**src/rtl/jk_excite_driver_if.sv**
```systemverilog
// Target handshake between the controlling logic and the JK excitation driver.
// The master offers a target value; the slave signals when it can take one.
interface jk_excite_driver_if #(
   parameter int unsigned WIDTH = 4
);
   logic             tgt_valid;
   logic             tgt_ready;
   logic [WIDTH-1:0] tgt_data;

   modport master (output tgt_valid, output tgt_data, input tgt_ready);
   modport slave  (input tgt_valid, input tgt_data, output tgt_ready);
endinterface

```
**src/rtl/jk_excite_driver.sv**
```systemverilog
// Drives J/K of a JK flop bank toward a requested target for one clock, then
// verifies the bank landed on it and keeps a saturating mismatch count.
module jk_excite_driver #(
   parameter int unsigned WIDTH     = 4,
   parameter bit          DC_FILL   = 1'b0,
   parameter int unsigned ERR_CNT_W = 8
) (
   input  logic                 clk,
   input  logic                 reset,
   jk_excite_driver_if.slave    tgt,
   input  logic [WIDTH-1:0]     q_fb,
   output logic [WIDTH-1:0]     j,
   output logic [WIDTH-1:0]     k,
   input  logic                 err_clr,
   output logic                 busy,
   output logic                 done,
   output logic                 mismatch,
   output logic                 last_ok,
   output logic [ERR_CNT_W-1:0] err_count
);

   localparam logic [WIDTH-1:0]     DC_VEC  = {WIDTH{DC_FILL}};
   localparam logic [ERR_CNT_W-1:0] ERR_MAX = '1;

   typedef enum logic [1:0] {
      IDLE  = 2'd0,
      DRIVE = 2'd1,
      CHECK = 2'd2
   } state_t;

   state_t                 state, state_nxt;
   logic [WIDTH-1:0]       target, target_nxt;
   logic [WIDTH-1:0]       j_nxt, k_nxt;
   logic                   done_nxt, mismatch_nxt, last_ok_nxt;
   logic [ERR_CNT_W-1:0]   err_nxt;
   logic                   accept_c;
   logic                   diff_c;

   assign tgt.tgt_ready = reset & (state == IDLE);
   assign accept_c      = tgt.tgt_valid & tgt.tgt_ready;
   assign busy          = (state != IDLE);
   assign diff_c        = (q_fb != target);

   // Next-state and next-output decode; everything lands in registers below.
   always_comb begin
      state_nxt    = state;
      target_nxt   = target;
      j_nxt        = '0;
      k_nxt        = '0;
      done_nxt     = 1'b0;
      mismatch_nxt = 1'b0;
      last_ok_nxt  = last_ok;
      err_nxt      = err_count;

      case (state)
         IDLE: begin
            if (accept_c) begin
               state_nxt  = DRIVE;
               target_nxt = tgt.tgt_data;
               // Set where 0->1, reset where 1->0, don't-care terms take DC_FILL.
               j_nxt      = (~q_fb & tgt.tgt_data) | (q_fb & DC_VEC);
               k_nxt      = (q_fb & ~tgt.tgt_data) | (~q_fb & DC_VEC);
            end
         end
         DRIVE: begin
            state_nxt = CHECK;
         end
         CHECK: begin
            state_nxt    = IDLE;
            done_nxt     = 1'b1;
            mismatch_nxt = diff_c;
            last_ok_nxt  = ~diff_c;
            if (diff_c && (err_count != ERR_MAX)) begin
               err_nxt = err_count + ERR_CNT_W'(1);
            end
         end
         default: begin
            state_nxt = IDLE;
         end
      endcase

      if (err_clr) begin
         err_nxt = '0;
      end
   end

   always_ff @(posedge clk or negedge reset) begin
      if (!reset) begin
         state     <= IDLE;
         target    <= '0;
         j         <= '0;
         k         <= '0;
         done      <= 1'b0;
         mismatch  <= 1'b0;
         last_ok   <= 1'b0;
         err_count <= '0;
      end else begin
         state     <= state_nxt;
         target    <= target_nxt;
         j         <= j_nxt;
         k         <= k_nxt;
         done      <= done_nxt;
         mismatch  <= mismatch_nxt;
         last_ok   <= last_ok_nxt;
         err_count <= err_nxt;
      end
   end

endmodule

```
**src/flat_wrapper.sv**
```systemverilog
// flat-port wrapper written by rule: the top's interface ports become plain ports
module jk_excite_driver_flat 
#(
   parameter int unsigned WIDTH     = 4,
   parameter bit          DC_FILL   = 1'b0,
   parameter int unsigned ERR_CNT_W = 8
)
  (clk, reset, q_fb, j, k, err_clr, busy, done, mismatch, last_ok, err_count, tgt_tgt_valid, tgt_tgt_data, tgt_tgt_ready);
  jk_excite_driver_if #(.WIDTH(WIDTH)) tgt_i ();
  input  logic clk;
  input  logic reset;
  input  logic [WIDTH-1:0] q_fb;
  output logic [WIDTH-1:0] j;
  output logic [WIDTH-1:0] k;
  input  logic err_clr;
  output logic busy;
  output logic done;
  output logic mismatch;
  output logic last_ok;
  output logic [ERR_CNT_W-1:0] err_count;
  input wire logic [$bits(tgt_i.tgt_valid)-1:0] tgt_tgt_valid;
  input wire logic [$bits(tgt_i.tgt_data)-1:0] tgt_tgt_data;
  output wire logic [$bits(tgt_i.tgt_ready)-1:0] tgt_tgt_ready;
  assign tgt_i.tgt_valid = tgt_tgt_valid;
  assign tgt_i.tgt_data = tgt_tgt_data;
  assign tgt_tgt_ready = tgt_i.tgt_ready;
  jk_excite_driver #(.WIDTH(WIDTH), .DC_FILL(DC_FILL), .ERR_CNT_W(ERR_CNT_W)) u_core (.clk(clk), .reset(reset), .tgt(tgt_i), .q_fb(q_fb), .j(j), .k(k), .err_clr(err_clr), .busy(busy), .done(done), .mismatch(mismatch), .last_ok(last_ok), .err_count(err_count));
endmodule
```
**config.mk**
```make
export PLATFORM = sky130hd
export DESIGN_NAME = jk_excite_driver_flat
export DESIGN_NICKNAME = d
export VERILOG_FILES = /design/src/rtl/jk_excite_driver_if.sv /design/src/rtl/jk_excite_driver.sv /design/src/flat_wrapper.sv
export SDC_FILE = /design/constraint.sdc
export NUM_CORES = 1
export LEC_CHECK = 0
export CAP_MARGIN = 10
export CORE_AREA = 2 2 52 54
export CTS_CLUSTER_DIAMETER = 40
export DETAILED_ROUTE_END_ITERATION = 8
export DIE_AREA = 0 0 54 56
export MAX_ROUTING_LAYER = met4
export PLACE_DENSITY = 0.77
export SYNTH_ARGS = -nofsm -noshare
export SYNTH_HDL_FRONTEND = slang
export SYNTH_SLANG_ARGS = --single-unit
```
**constraint.sdc**
```tcl
create_clock -name clk -period 1.9 [get_ports clk]
set_input_delay 0.57 -clock clk [delete_from_list [all_inputs] [get_ports clk]]
set_output_delay 0.57 -clock clk [all_outputs]
set_load 0.02 [all_outputs]
```
==> key figures <==
Status
  • Status: completed

Layout
  • Share of layout cells above drive strength 1: 0.211
  • Final core utilization: 0.631
  • Area growth syn-to-layout: 42.2%
  • Ant. Diodes: 0
  • Nets: 147
  • Fill count: 221
  • Footprint of the multi-input gates: 448 sq um
  • Sequential cell area: 626 sq um

Synthesis
  • EDFF count, synth: 0
  • Post-synth top cells: 25 x dfrtp_1, 8 x nor3b_1, 5 x mux2_2, 5 x nand2_1, 5 x nor2_1
  • Largest cells by area after synthesis: dfrtp_1 58%, nor3b_1 5.6%, mux2_2 5.2%
  • Synth Register Bits: 25
  • Synth Area per Inst: 11.9 sq um
  • Cell variety after synth: 30
  • Post-synthesis cell count: 91
  • Post-synth top area cell: dfrtp_1
  • Cell Area, Synth: 1080 sq um
  • Top-count cell post-synth: dfrtp_1
  • Share of the synthesized area in the top cell type: 0.580
  • Most used flip-flop cell after synthesis: dfrtp_1
  • Yosys warns: 0
  • Seq/Total Area, Yosys: 0.580
  • Syn Nets: 104
  • Post-synth ARST share: 1.00

GRT
  • GRT Residual Overflow: 0
  • Global-route wire length before repair: 3910 um
  • Initial antenna violation count: 0
  • GRT Util Overall: 0.178
  • Vias in the first global route: 869
  • Largest net degree at the start of global routing: 26

STA
  • Final Max Tran Viols: 0
  • RSZ-0062 raised after global routing: no
  • Slew @ Worst Pin: 0.378 ns
  • Setup violators final: 0
  • Rel. slew slack: 0.747
  • Fin crit period: 1.84 ns
  • Tcrit/Tclk final: 0.968
  • Final Skew: 0.00445 ns
  • Max Clk Rate: 543 MHz
  • Setup TNS Final: 0 ns
  • Final Hold Viols: 0

Worst hold path
  • Hold crit path type: primary input to asynchronous set/reset pin

Place
  • Hpwl dp: 1770 um
  • RePlAce Congestion: 0.855
  • PortBufs: 32

Setup path
  • FF-to-FF path depth: 6
  • Critical path data arrival time: 1.27 ns
  • CP delay by family, top: buffers and inverters
  • Startpoint types: flip-flop
  • Worst Path Max Fanout: 2
  • Max incr delay on CP: 0.60 ns
  • RR Endpoint: u_core.err_count[3]$_DFFE_PN0P_
  • Worst reg-to-reg setup slack: 0.10 ns
  • Crit path kind: flip-flop to primary output
  • Worst Path Buf+Inv: 1
  • Worst EP required: 1.33 ns
  • CP endpoint kind: primary output
  • Reg-to-reg critical path startpoint: u_core.err_count[0]$_DFFE_PN0P_
  • Slowest CP cell: clkdlybuf4s50_1
  • Crit-path cells: clkdlybuf4s50_1

Floorplanning
  • Core Area: 2430 sq um
  • Die ar.: 3020 sq um
  • Die Span X: 54 um
  • Cell Rows: 18
  • Chip height: 56 um
  • Starting Density: 0.443
  • Num ports: 33

Routing
  • DRT Pass-1 Iters: 4
  • Avg Vias per Cell: 5.28
  • DR iter-0 viols: 9
  • DRC viols: 0
  • Final WL: 2340 um
  • Post-route ant nets: 0
  • DR WL/cell: 14.4 um
  • Vias: 860

Clocking
  • Clk root buf: clkbuf_4
  • Clock Latency Late Sink: 0.31 ns
  • CTS tree: done
  • Clock buffer depth: 2
  • Post-CTS Setup Inserts: 0
  • Clock-pin slew on the worst setup and hold paths: 0.12 ns
  • CTS H-tree lvls: 1
  • Cts bufs inserted: 3
  • CTS Hold Buffers Added: 0
  • CTS sink cnt: 25

Power and ir drop
  • Peak supply drop: 424 uV
  • Leakage: 0.700 nW
  • Cell Pwr Density: 663 nW/um^2

Flow run
  • Max Cap Violations: 0
-- stage by stage --
stage | worst slack [ns] | total power, W | cell area (sq um) | std cells | hold WS, ns
final | 0.0600 | 0.00102 | 1530 | 163 | 0.389
after global routing | 0.00457 | 0.00107 | 1530 | 163 | 0.402
after CTS | 0.0380 | 0.00103 | 1530 | 163 | 0.397
after detailed placement | -0.510 | 0.000801 | 1490 | 159 | 0.451
after global placement | -0.444 | 0.000792 | 1490 | 159 | 0.435
after floorplan | 0.111 | 0.000693 | 1080 | 91 | 0.274
-- metal layers --
layer	part of all wire	global-route usage	vias to the layer above	wire length, um
li1	-	-	404	-
met1	0.41	0.217	418	963
met2	0.51	0.287	34	1200
met3	0.058	0.0269	4	137
met4	0.017	0.0714	0	40
met5	0	-	-	0
-- registers in the layout (all words and copies together) (netlist names) --
signal / flops
u_core.err_count: 8
u_core.j: 4
u_core.k: 4
u_core.target: 4
u_core.state: 2
u_core.done: 1
u_core.last_ok: 1
u_core.mismatch: 1
-- logic make-up after synthesis --
family	synth area share
flops	0.580
compound gates	0.111
mux	0.0522
simple gates	0.173
xor+xnor	0.0325
fa+ha+maj	0.0116
buf+inv	0.0394
-- final cells by class --
cell class,count,share of cell area
sequential,25,0.408
multi-input combinational,57,0.292
timing repair buffer,42,0.245
tap,30,0.0245
clock buffer,4,0.0171
inverter,5,0.0139
-- what timing repair did --
action / in CTS / in global routing
pin swaps: 3 / 0
endpoints found under the setup margin: 16 / 4
gates resized for setup: 25 / 1
-- how the worst max path moves through the flow --
stage | from | end | slack (ns) | cells past startpoint
after floorplan | u_core.err_count[0]$_DFFE_PN0P_ | u_core.err_count[5]$_DFFE_PN0P_ | 0.11 | 6
after global placement | reset | tgt_tgt_ready | -0.44 | 3
after detailed placement | q_fb[3] | u_core.err_count[7]$_DFFE_PN0P_ | -0.51 | 7
after CTS | u_core.last_ok$_DFFE_PN0P_ | last_ok | 0.04 | 1
after global routing | u_core.state[1]$_DFFE_PN0P_ | busy | 0.005 | 3
final | u_core.last_ok$_DFFE_PN0P_ | last_ok | 0.06 | 1
-- layout by cell type, fill, tap and decap left out, types with 2 or more instances in the layout --
cell type / count
or4_1: 2
xor2_1: 3
nand3_1: 2
nand2_1: 5
dfrtp_1: 25
a21oi_1: 4
buf_4: 11
clkdlybuf4s50_1: 17
o31ai_1: 2
nor3b_1: 8
nor2b_1: 3
mux2_2: 5
dlygate4sd2_1: 14
clkbuf_4: 3
o41ai_1: 2
inv_1: 4
or3_1: 2
nor2_1: 5
-- where the power goes --
group / internal, W / switching (W) / total [W]
sequential: 0.000567 / 0.0000221 / 0.000589
clock: 0.0000819 / 0.000147 / 0.000229
combinational: 0.0000986 / 0.0000992 / 0.000198
Note: power is estimated with default switching activity, not from simulation.
